## src/rtl/mem_arbiter.sv

```systemverilog
// Two-master (instruction / data) arbiter in front of a single AXI-style
// memory port. Exactly one transaction is in flight at a time.
//
//   state | meaning
//   ------+-----------------------------------------------
//   IDLE  | waiting for a request, arbitration happens here
//   I_AR  | instruction read address phase
//   I_R   | instruction read data phase
//   D_AR  | data read address phase
//   D_R   | data read data phase
//   D_WR  | data write address + write data phases
//   D_B   | data write response phase
module mem_arbiter #(
    parameter int C_ADDR_WIDTH = 32,
    parameter int DATA_FIRST   = 1
) (
    input  logic                    CLK,
    input  logic                    RST,
    input  logic                    I_RDEN,
    input  logic [C_ADDR_WIDTH-1:0] I_ADDR,
    input  logic                    I_CANCEL,
    output logic [31:0]             I_RDATA,
    output logic                    I_RVALID,
    input  logic                    D_RDEN,
    input  logic                    D_WREN,
    input  logic [C_ADDR_WIDTH-1:0] D_ADDR,
    input  logic [31:0]             D_WDATA,
    input  logic [3:0]              D_WSTRB,
    output logic [31:0]             D_RDATA,
    output logic                    D_RVALID,
    output logic                    D_WDONE,
    output logic [C_ADDR_WIDTH-1:0] M_ARADDR,
    output logic                    M_ARVALID,
    input  logic                    M_ARREADY,
    input  logic [31:0]             M_RDATA,
    input  logic                    M_RVALID,
    output logic                    M_RREADY,
    output logic [C_ADDR_WIDTH-1:0] M_AWADDR,
    output logic                    M_AWVALID,
    input  logic                    M_AWREADY,
    output logic [31:0]             M_WDATA,
    output logic [3:0]              M_WSTRB,
    output logic                    M_WVALID,
    input  logic                    M_WREADY,
    input  logic                    M_BVALID,
    output logic                    M_BREADY
);

    localparam logic [2:0] S_IDLE = 3'd0;
    localparam logic [2:0] S_I_AR = 3'd1;
    localparam logic [2:0] S_I_R  = 3'd2;
    localparam logic [2:0] S_D_AR = 3'd3;
    localparam logic [2:0] S_D_R  = 3'd4;
    localparam logic [2:0] S_D_WR = 3'd5;
    localparam logic [2:0] S_D_B  = 3'd6;

    logic [2:0]              state_q, state_d;
    logic [C_ADDR_WIDTH-1:0] addr_q;
    logic [31:0]             wdata_q;
    logic [3:0]              wstrb_q;
    logic                    aw_ok_q, w_ok_q;
    logic                    cancel_q;
    logic                    hist_q, last_d_q;
    logic                    armed_q;
    logic                    done_q;
    logic                    i_rvalid_q, d_rvalid_q, d_wdone_q;
    logic [31:0]             i_rdata_q, d_rdata_q;

    logic i_req, d_req, pick_d, can_grant, grant;
    logic ar_hs, r_hs, aw_hs, w_hs, b_hs;
    logic i_deliver;

    assign i_req = I_RDEN;
    assign d_req = D_RDEN | D_WREN;
    // armed_q masks the first cycle after reset release; done_q masks the
    // cycle of a done pulse so a requester that is still holding its level
    // for that one cycle is not granted a duplicate transaction.
    assign can_grant = armed_q & ~done_q;

    assign M_ARVALID = (state_q == S_I_AR) || (state_q == S_D_AR);
    assign M_RREADY  = (state_q == S_I_R)  || (state_q == S_D_R);
    assign M_AWVALID = (state_q == S_D_WR) && !aw_ok_q;
    assign M_WVALID  = (state_q == S_D_WR) && !w_ok_q;
    assign M_BREADY  = (state_q == S_D_B);
    assign M_ARADDR  = addr_q;
    assign M_AWADDR  = addr_q;
    assign M_WDATA   = wdata_q;
    assign M_WSTRB   = wstrb_q;

    assign ar_hs = M_ARVALID & M_ARREADY;
    assign r_hs  = M_RREADY  & M_RVALID;
    assign aw_hs = M_AWVALID & M_AWREADY;
    assign w_hs  = M_WVALID  & M_WREADY;
    assign b_hs  = M_BREADY  & M_BVALID;

    // A flush seen at any point of the instruction read, including the
    // R handshake cycle itself, swallows the completion pulse.
    assign i_deliver = (state_q == S_I_R) && r_hs && !cancel_q && !I_CANCEL;

    assign I_RDATA  = i_rdata_q;
    assign I_RVALID = i_rvalid_q;
    assign D_RDATA  = d_rdata_q;
    assign D_RVALID = d_rvalid_q;
    assign D_WDONE  = d_wdone_q;

    // Arbitration: on a tie the side not granted last wins; before any
    // grant the DATA_FIRST parameter breaks the tie.
    always_comb begin
        pick_d = d_req;
        if (i_req && d_req) begin
            pick_d = hist_q ? !last_d_q : (DATA_FIRST != 0);
        end
    end

    // Next-state logic.
    always_comb begin
        state_d = state_q;
        case (state_q)
            S_IDLE: begin
                if (can_grant && (i_req || d_req)) begin
                    if (!pick_d)      state_d = S_I_AR;
                    else if (D_WREN)  state_d = S_D_WR;
                    else              state_d = S_D_AR;
                end
            end
            S_I_AR:  if (ar_hs) state_d = S_I_R;
            S_I_R:   if (r_hs)  state_d = S_IDLE;
            S_D_AR:  if (ar_hs) state_d = S_D_R;
            S_D_R:   if (r_hs)  state_d = S_IDLE;
            S_D_WR:  if ((aw_ok_q || aw_hs) && (w_ok_q || w_hs)) state_d = S_D_B;
            S_D_B:   if (b_hs)  state_d = S_IDLE;
            default: state_d = S_IDLE;
        endcase
    end

    assign grant = (state_q == S_IDLE) && (state_d != S_IDLE);

    // State, latched request fields, handshake bookkeeping and done pulses.
    always_ff @(posedge CLK) begin
        if (!RST) begin
            state_q    <= S_IDLE;
            addr_q     <= '0;
            wdata_q    <= '0;
            wstrb_q    <= '0;
            aw_ok_q    <= 1'b0;
            w_ok_q     <= 1'b0;
            cancel_q   <= 1'b0;
            hist_q     <= 1'b0;
            last_d_q   <= 1'b0;
            armed_q    <= 1'b0;
            done_q     <= 1'b0;
            i_rvalid_q <= 1'b0;
            d_rvalid_q <= 1'b0;
            d_wdone_q  <= 1'b0;
            i_rdata_q  <= '0;
            d_rdata_q  <= '0;
        end else begin
            state_q    <= state_d;
            armed_q    <= 1'b1;
            done_q     <= (state_q != S_IDLE) && (state_d == S_IDLE);
            i_rvalid_q <= i_deliver;
            d_rvalid_q <= (state_q == S_D_R) && r_hs;
            d_wdone_q  <= (state_q == S_D_B) && b_hs;

            if (i_deliver)                    i_rdata_q <= M_RDATA;
            if ((state_q == S_D_R) && r_hs)   d_rdata_q <= M_RDATA;

            if (state_q == S_IDLE) begin
                cancel_q <= 1'b0;
            end else if (((state_q == S_I_AR) || (state_q == S_I_R)) && I_CANCEL) begin
                cancel_q <= 1'b1;
            end

            if (state_q == S_D_WR) begin
                if (aw_hs) aw_ok_q <= 1'b1;
                if (w_hs)  w_ok_q  <= 1'b1;
            end else begin
                aw_ok_q <= 1'b0;
                w_ok_q  <= 1'b0;
            end

            if (grant) begin
                hist_q   <= 1'b1;
                last_d_q <= pick_d;
                addr_q   <= pick_d ? D_ADDR : I_ADDR;
                if (pick_d && D_WREN) begin
                    wdata_q <= D_WDATA;
                    wstrb_q <= D_WSTRB;
                end
            end
        end
    end

endmodule

```

## config.mk

```make
export PLATFORM = sky130hd
export DESIGN_NAME = mem_arbiter
export DESIGN_NICKNAME = d
export VERILOG_FILES = /design/src/rtl/mem_arbiter.sv
export SDC_FILE = /design/constraint.sdc
export NUM_CORES = 1
export LEC_CHECK = 0
export ABC_AREA = 1
export CAP_MARGIN = 20
export CORE_UTILIZATION = 25
export DETAILED_ROUTE_END_ITERATION = 6
export PLACE_DENSITY_LB_ADDON = 0.25
export SLEW_MARGIN = 0
export SYNTH_ARGS = -nofsm -noshare
export SYNTH_HDL_FRONTEND = slang
export SYNTH_SLANG_ARGS = --single-unit
```

## constraint.sdc

```tcl
create_clock -name CLK -period 2.9 [get_ports CLK]
set_clock_uncertainty 0.05 [all_clocks]
set_input_delay 0.435 -clock CLK [delete_from_list [all_inputs] [get_ports CLK]]
set_output_delay 0.435 -clock CLK [all_outputs]
set_load 0.02 [all_outputs]
```

Yosys cells after proc, flatten, opt, wreduce, memory -nomap -nowiden
Index checks and enable logic that the tools add are counted.
Widths: inputs -> output; s select.
- output and inout port bits: 172
- register bits: 145
- reduce and logical (&&, ||, !) cells: 33
- bitwise operators: 9
- multiplexer cells: 13
- eq/ne operators: 6
- operators with widths (operator ; number):
    $mux 32 ; 1
    $mux 3 ; 8
    $pmux 3 s6 ; 1
    $logic_and 1x1->1 ; 14
    $eq 3x3->1 const B ; 3
    $and 1x1->1 ; 6
    $eq 3x2->1 const B ; 2
    $logic_not 3->1 ; 2
    $logic_or 1x1->1 ; 6
    $reduce_bool 3->1 ; 2
    $logic_not 1->1 ; 5
    $reduce_and 2->1 ; 2
    $reduce_or 2->1 ; 2
    $eq 3x1->1 const B ; 1
    $mux 1 ; 3
    $not 1->1 ; 2
    $or 1x1->1 ; 1

Depth between registers and ports, before layout
- word-level depth: 10
- depth in mapped cells: 9
- mapped depth without buffers: 9

Worst setup path after synthesis
OpenSTA, ideal clock, no wires.
- path type: register -> output
- start point: register state_q[0]
- end point: output M_AWVALID
- required time: 2.415 ns
- arrival time: 1.039 ns
- buffers on the path: 0
- slack: 1.376 ns
- cell stages (with the launch flop): 5
- path through: dfxtp_1 > nand2_1 > nor2_2 > inv_1 > nor2_1
- cells in the longest elaborated chain, start to end: 2
- RTL lines (item ; RTL line ; text):
    start: declaration ; 57 ; logic [2:0] state_q, state_d;
    start signal: assignment ; 158 ; state_q <= state_d;
    $eq 3x3->1 ; 82 ; assign M_AWVALID = (state_q == S_D_WR) && !aw_ok_q;
    $logic_and 1x1->1 ; 82 ;
    end: declaration ; 39 ; output logic M_AWVALID,
No other way between the ends.

Final worst setup path
- start point: register state_q[2]
- end point: output M_AWVALID
Same word-level chain as after synthesis.

==> flow_summary.yaml <==
layout:
  final_common_cell: "clkdlybuf4s50_1"
  drive_gt1_share_pct: 5.496
  nets: 1149
  fin_area_mm2: 0.009453
  n_antenna_cell: 0
  fillers: 2246
  area_growth_pct: 67.07
  final_cell_mix: "clkdlybuf4s50_1, nor2_1, dfxtp_1"
  fin_util_pct: 42.92
worst_setup_path:
  crit_path_end_kind: "output port"
  cp_slowest_cell: "clkdlybuf4s50_1"
  worstPathRequired_ps: 2410
  reg2reg_slack_ps: 910
  worstReg2RegEnd: "M_ARADDR[9]"
  slowest_delay_ps: 630
  crit_chain: "nand2_1, nor2_2, inv_1, nor2_1, clkdlybuf4s50_1"
  start_kind: "flop"
  rr_worst_depth: 6
  regToRegStartpoint: "state_q[0]"
  path_class: "reg2out"
  worst-path-max-fanout: 6
  cp.arrival_ps: 2110
clock_tree:
  ctsHoldBuffers: 0
  numCtsBuffers: 17
  clock_latency_ps: 430
  cts_setup_buffers: 0
  ctsHtreeMaxLevel: 4
  cts-resized-gates: 0
  clock_sinks: 145
  root_buffer: "clkbuf_16"
  cts_tree: "built"
  cts.clk_slew.worst_paths_ps: 60
  clock_path_buffers: 2
detailed_routing:
  antenna_left: 0
  drtIter0Drc: 283
  drcViolationCount: 17
  avgRoutedWirePerCell_um: 14.25
  viasPerCell: 4.332
  wl_um: 18520
  first_pass_iters: 7
  num_vias: 5627
global_routing:
  met1_usage_pct: 20.01
  track_usage_pct: 15.84
  grt_pass1_wl_um: 28950
  grt_util_met3_pct: 4.750
  grt_pass1_vias: 5258
  overflow: 0
  antenna_found_initial: 0
  grt_start_max_net_pins: 67
  grt_util_met2_pct: 26.07
  busiest_layer: "met2"
placement:
  place.port_buffers: 314
  place_congestion: 0.7691
  post_dp_cell_area_mm2: 0.008808
  dp_hpwl_um: 13030
timing:
  setup_viol: 0
  period_minus_slack_ps: 2592
  rsz0062_at_grt: "false"
  relSlewSlack_pct: 55.15
  max_slew.worst_pin.slew_ps: 671.8
  fin_tns_setup_ps: 0
  holdWs_ps: 306.3
  max_freq_mhz: 385.8
  finalCritPeriodShare_pct: 89.39
  finalHoldViolCount: 0
  finalMaxSlewViolations: 0
pwr:
  p_leak_nw: 3.624
  ir_worst_vdd_uv: 315.3
  power_density_mw_per_mm2: 666.1
run_status:
  status: "finished, violations left"
  violations: "design-rule violations"
job:
  max-cap-violations: 0
synth:
  synth_warnings: 0
  yosysUniqueCellTypes: 20
  ys_seq_elements: 145
  syn_inst: 740
  seq_area_frac_synth_pct: 51.30
  syn-cell-area_mm2: 0.005658
  syn_nets: 883
  avgSynthCellArea_um2: 7.646
worst_hold_path:
  hold_depth: 1
  hp-class: "in2reg"
  min_to: "armed_q"
  min-delay-start: "RST"
floorplan:
  rows: 54
  die_w_um: 152.4
  die_y_um: 152.4
  start_util_pct: 25.69
  dieArea_mm2: 0.02324
  fp.coreArea_mm2: 0.02203
  num_io_pins: 315
cell type report:
class / count / area [um^2] / area share, %
inverter: 52 / 195.2 / 2.065
tap: 280 / 350.3 / 3.706
multi-input combinational: 463 / 2085 / 22.05
clock buffer: 19 / 442.9 / 4.686
clock inverter: 13 / 201.4 / 2.131
timing repair buffer: 327 / 3276 / 34.65
sequential: 145 / 2903 / 30.71
logic make-up (layout without fill, tap and decap cells):
logic type / after synthesis / in the layout / share of synthesized area, %
AO/OA/AOI/OAI: 202 / 202 / 18.58
buffers and inverters: 132 / 411 / 12.03
flip-flops: 145 / 145 / 51.30
AND/OR/NAND/NOR: 261 / 261 / 18.09
report_power, final:
| group | leakage [nW] | internal, mW | total [mW] | switching, mW |
|---|---|---|---|---|
| combinational | 2.13 | 0.757 | 1.55 | 0.797 |
| sequential | 1.18 | 2.19 | 2.32 | 0.133 |
| clock | 0.308 | 1.48 | 2.42 | 0.938 |
metal layers:
metal  share of wire, %  wire length, um
met2                 47             8717
met4                1.2              230
met1                 45             8415
met3                6.2             1152
met5                  0                0
worst max-delay path by stage:
stage / to / slack [ps] / depth (start not counted) / start
global placement: M_ARADDR[5] / 670 / 8 / D_WREN
finish: M_AWVALID / 310 / 5 / state_q[2]
floorplan: M_AWVALID / 1380 / 4 / state_q[0]
CTS: M_WVALID / 290 / 5 / state_q[2]
global route: M_WVALID / 170 / 5 / state_q[2]
detailed placement: M_ARADDR[2] / 610 / 8 / D_WREN
critical path: cells and delay by family (launching register included):
family,cells,cell delay (ps)
flip-flops,1,480
AND/OR/NAND/NOR,3,440
buffers and inverters,2,770
state kept, by name, summed over array words and instances, names as in the netlist:
| register | count |
|---|---|
| D_RDATA | 32 |
| D_RVALID | 1 |
| D_WDONE | 1 |
| I_RDATA | 32 |
| I_RVALID | 1 |
| M_ARADDR | 32 |
| M_WDATA | 32 |
| M_WSTRB | 4 |
| armed_q | 1 |
| aw_ok_q | 1 |
| cancel_q | 1 |
| done_q | 1 |
| hist_q | 1 |
| last_d_q | 1 |
| state_q | 3 |
| w_ok_q | 1 |
cell usage after synthesis, drive strengths merged:
master    n  area share, %
nor2    159             11
dfxtp   145             51
nand3    10           0.97
nand4     4           0.44
nand2    86            5.7
nor3      1          0.088
clkbuf   25            1.7
inv      52            3.4
a21oi    35            3.1
a31oi    32            3.5
buf      55            6.9
nor4      1           0.11
o21ai   135             12
metrics by stage:
step	cells	worst slack [ps]	total power, mW
5_1_grt	1299	166.2	6.602
2_1_floorplan	740	1376	3.185
3_3_place_gp	1267	669.7	3.918
6_report	1299	307.7	6.296
4_1_cts	1299	285.2	6.384
3_5_place_dp	1267	605.1	3.924
Power figures use the tool's default switching activity.
